### config.mk
export PLATFORM = sky130hd
export DESIGN_NAME = hazard_ctrl
export DESIGN_NICKNAME = d
export VERILOG_FILES = /design/src/rtl/hazard_ctrl.sv
export SDC_FILE = /design/constraint.sdc
export NUM_CORES = 1
export LEC_CHECK = 0
export CORE_ASPECT_RATIO = 1.5
export CORE_MARGIN = 4
export CORE_UTILIZATION = 47
export DETAILED_ROUTE_END_ITERATION = 10
export PLACE_DENSITY = 0.84
export SYNTH_ARGS = -nofsm -noshare
export SYNTH_HDL_FRONTEND = slang
export SYNTH_SLANG_ARGS = --single-unit
### constraint.sdc
create_clock -name clk -period 4.55 [get_ports clk]
set_input_delay 0.91 -clock clk [delete_from_list [all_inputs] [get_ports clk]]
set_output_delay 0.91 -clock clk [all_outputs]
set_load 0.005 [all_outputs]
### src/rtl/hazard_ctrl.sv
// hazard_ctrl: pipeline hazard controller for the 5-stage ARM-subset pipe.
//
// Decodes load-use hazards between the ID and EX stages and inserts a
// programmable number of bubbles. It freezes the whole pipe while data memory
// is busy and squashes the wrong-path IF/ID fetch on taken branches. A
// saturating counter records how many cycles carried a bubble.
//
// Ports
//   clk, reset                 rising-edge clock, async active-high reset
//   id_rn/id_rm/id_rd          ID-stage source registers (id_rd for stores)
//   id_use_rn/_rm/_rd          source-valid qualifiers
//   ex_load, ex_rf_en, ex_rd   EX-stage load / RF write / destination
//   branch_taken               ID-stage branch resolved taken
//   mem_wait                   data memory not ready, freeze pipe
//   cu_mux_sel                 1 = zero control into ID/EX (bubble)
//   pc_en, ifid_en, idex_en    pipeline register load enables
//   ifid_flush                 clear IF/ID to NOP on next edge
//   bubble_cnt                 saturating count of bubble cycles
module hazard_ctrl #(
    parameter int unsigned LOAD_USE_CYCLES = 1,
    parameter int unsigned CNT_W           = 16
) (
    input  logic             clk,
    input  logic             reset,
    input  logic [3:0]       id_rn,
    input  logic [3:0]       id_rm,
    input  logic [3:0]       id_rd,
    input  logic             id_use_rn,
    input  logic             id_use_rm,
    input  logic             id_use_rd,
    input  logic             ex_load,
    input  logic             ex_rf_en,
    input  logic [3:0]       ex_rd,
    input  logic             branch_taken,
    input  logic             mem_wait,
    output logic             cu_mux_sel,
    output logic             pc_en,
    output logic             ifid_en,
    output logic             idex_en,
    output logic             ifid_flush,
    output logic [CNT_W-1:0] bubble_cnt
);

    localparam int unsigned REM_W = 3;

    typedef enum logic {
        RUN   = 1'b0,
        STALL = 1'b1
    } state_t;

    state_t             r_state;
    state_t             w_state_nxt;
    logic [REM_W-1:0]   r_rem;
    logic [REM_W-1:0]   w_rem_nxt;
    logic [CNT_W-1:0]   r_bubble_cnt;
    logic               w_hz;

    // Load-use hazard: r0 is a real register, so no zero-register exclusion.
    assign w_hz = ex_load & ex_rf_en &
                  ((id_use_rn & (id_rn == ex_rd)) |
                   (id_use_rm & (id_rm == ex_rd)) |
                   (id_use_rd & (id_rd == ex_rd)));

    // State and remaining-bubble register.
    always_ff @(posedge clk or posedge reset) begin
        if (reset) begin
            r_state <= RUN;
            r_rem   <= '0;
        end else begin
            r_state <= w_state_nxt;
            r_rem   <= w_rem_nxt;
        end
    end

    // Next state and combinational pipe controls, in priority order.
    always_comb begin
        w_state_nxt = r_state;
        w_rem_nxt   = r_rem;
        cu_mux_sel  = 1'b0;
        pc_en       = 1'b1;
        ifid_en     = 1'b1;
        idex_en     = 1'b1;
        ifid_flush  = 1'b0;

        if (reset) begin
            cu_mux_sel = 1'b1;
            pc_en      = 1'b0;
            ifid_en    = 1'b0;
            idex_en    = 1'b0;
        end else if (mem_wait) begin
            // Full freeze; STALL progress is held and resumes afterwards.
            pc_en   = 1'b0;
            ifid_en = 1'b0;
            idex_en = 1'b0;
        end else if (r_state == STALL) begin
            cu_mux_sel = 1'b1;
            pc_en      = 1'b0;
            ifid_en    = 1'b0;
            if (r_rem == REM_W'(1)) begin
                w_state_nxt = RUN;
                w_rem_nxt   = '0;
            end else begin
                w_rem_nxt = r_rem - REM_W'(1);
            end
        end else if (w_hz) begin
            // A same-cycle taken branch waits in ID and is re-seen later.
            cu_mux_sel = 1'b1;
            pc_en      = 1'b0;
            ifid_en    = 1'b0;
            if (LOAD_USE_CYCLES > 1) begin
                w_state_nxt = STALL;
                w_rem_nxt   = REM_W'(LOAD_USE_CYCLES - 1);
            end
        end else if (branch_taken) begin
            ifid_flush = 1'b1;
        end
    end

    // Saturating bubble counter; bubbles shown during reset are not counted.
    always_ff @(posedge clk or posedge reset) begin
        if (reset) begin
            r_bubble_cnt <= '0;
        end else if (cu_mux_sel && (r_bubble_cnt != {CNT_W{1'b1}})) begin
            r_bubble_cnt <= r_bubble_cnt + CNT_W'(1);
        end
    end

    assign bubble_cnt = r_bubble_cnt;

endmodule

==> impl_metrics.toml <==
[status]
outcome = "complete, no violations"

[floorplan]
dieArea_um2 = 3600
io_pins = 46
die_x_um = 50.3
core_area_um2 = 2500
start_util_pct = 50.4
row_count = 22
chipHeight_um = 71.5

[cts]
numCtsBuffers = 3
cts_tree = "done"
cts_setup_buffers = 0
cts-root-buf = "clkbuf_4"
ctsHoldBuffers = 0
htreeDepth = 1
cts.path.max_buffers = 2
clk_pin_slew_ns = 0.12
clock_sinks = 20
cts-resized-gates = 0
worst_skew_pair.late_latency_ns = 0.30

[synth]
yosys.cell_types.count = 37
synth_fa_ha_area_share_pct = 2.97
synth_top_area_share_pct = 39.6
synthSimpleGateAreaFrac_pct = 25.0
synth-xor-area-share_pct = 15.9
synth.ff_latch_count = 20
synth.avg_cell_area_um2 = 9.95
synth_top_cell_by_area = "dfrtp_1"
synthArstFlopShare_pct = 100
synth_area_um2 = 1260
yosysWarnings = 0
synthCells = 127
seq_area_frac_synth_pct = 39.6
synth_compound_area_share_pct = 10.8
synthTopCellsByCount = "dfrtp_1, xor2_1, nand3_1"
synth-main-ff-cell = "dfrtp_1"
synth_edf_count = 0
synth.area.top_cells = "dfrtp_1, xor2_1, nand3_1, nor3_1, nor3_2"
syn-num-nets = 155
synth_top_family_by_area = "simple AND/OR/NAND/NOR gates"
synthMuxAreaShare_pct = 1.78

[cells_and_area]
final_util_pct = 71.2
areaGrowthSynthToFinish_pct = 41.2
fill_cells = 202
drive_gt1_share_pct = 9.14
final_nets = 204
num_antenna_cells = 0

[place]
gp_congestion = 0.780
io_buffers = 45
place_hpwl_um = 2360
place_ws_ns = 0.364

[grt]
grt_use_total_pct = 17.6
grt_pass1_wl_um = 4970
antenna_found_initial = 0
grt_start_max_net_pins = 22
overflow = 0
grt_pass1_vias = 1192

[setup_path]
path_common_cell = "clkdlybuf4s50_1"
crit_path_end_kind = "primary output"
critPathRequiredTime_ns = 3.64
start_kind = "primary input"
worst-path-buf-inv = 2
critPathTopFamily = "buffers and inverters"
reg2reg_slack_ns = 2.65
ff2ff_path_depth = 4
crit_path_max_incr_delay_ns = 0.56
critPathSlowestCell = "clkdlybuf4s50_1"
cp_num_cells = 8
worstSetupPathType = "in2out"
path_max_fanout = 4
path_cells = "clkdlybuf4s50_1 > xor2_1 > nor3_1 > and3_1 > o311a_1 > nor4_1 > and2_1 > clkdlybuf4s50_1"
crit_arrival_ns = 3.25

[timing]
skew_ns = 0.00208
relSlewSlack_pct = 49.1
finalMaxSlewViolations = 0
post-route-min-period_ns = 4.16
tns_ns = 0
fin_crit_sh_pct = 91.5
tightest_slew_ns = 0.763
rsz0062_at_grt = "no"
setup_viol = 0
finalHoldViolations = 0
max_freq_mhz = 240
worst_slack_ns = 0.388

[detailed_routing]
num_vias = 1110
drt-vias-per-instance = 5.26
firstDrtPassIters = 4
wl_per_cell_um = 13.3
ant_nets = 0
finalWirelength_um = 2800
drtIter0Drc = 20
drc = 0

[power]
power_density_nw_per_um2 = 295
ir_drop_mv = 0.317
p_leak_nw = 0.801

[min_path]
min_delay_path_depth = 1
min_path_type = "reg2reg"

[run]
cap_violations = 0
-- placed cells by master (no fill, tap or decap), types with 2 or more instances in the layout --
master / count
nand3_1: 11
nand2b_1: 2
nand4_1: 3
clkdlybuf4s50_1: 45
and3_1: 2
nand2_1: 6
o21ai_0: 2
dfrtp_1: 20
xnor2_1: 3
nor4_1: 2
clkbuf_4: 3
nor3_1: 10
nor2_1: 10
xor2_1: 20
inv_1: 7
ha_1: 3
nor3_2: 4
-- logic make-up (layout without fill, tap and decap cells) --
logic type,Yosys count,after routing
flops,20,20
buf+inv,10,58
mux,2,2
simple gates,56,56
fa+ha+maj,3,3
xor+xnor,23,23
compound gates,13,13
-- power by group --
| part | switching (mW) | internal (mW) |
|---|---|---|
| registers | 0.0341 | 0.208 |
| logic | 0.0716 | 0.107 |
| clock network | 0.0564 | 0.0488 |
| total | 0.162 | 0.364 |
-- layout make-up --
type	instances	area, um2	area share [%]
multi-input cells	97	714	40.0
repair buffers	46	458	25.7
inverters	8	30.0	1.68
flip-flops and latches	20	500	28.1
well taps	36	45.0	2.52
clock buffers	4	36.3	2.03
-- registers in the layout, indices dropped and copies added, names as in the netlist --
signal	flops
r_state	1
bubble_cnt	16
r_rem	3
-- final timing paths --
path | from | end
worst max-delay path | ex_rd[3] | ifid_flush
worst min-delay path | bubble_cnt[15] | bubble_cnt[15]
worst max register to register | bubble_cnt[8] | bubble_cnt[1]
worst min register to register | bubble_cnt[15] | bubble_cnt[15]
max in group asynchronous | reset | bubble_cnt[9]
min in group asynchronous | reset | r_rem[2]
-- routing by layer --
metal	track usage [%]	up-vias	wire (um)	share of wire [%]
li1	-	541	-	-
met1	18.8	520	1040	37
met2	31.5	43	1460	52
met3	4.37	6	241	8.6
met4	8.68	0	67	2.4
met5	0	-	0	0
-- per-stage QoR --
step	total power [mW]	hold slack [ns]	area, um2	instances
finish	0.526	0.493	1780	211
floorplan	0.320	0.450	1260	127
detailed placement	0.427	0.481	1750	207
CTS	0.531	0.501	1780	211
global route	0.560	0.522	1780	211
global placement	0.422	0.461	1750	207
No activity file was read; power rests on OpenSTA's default activity.
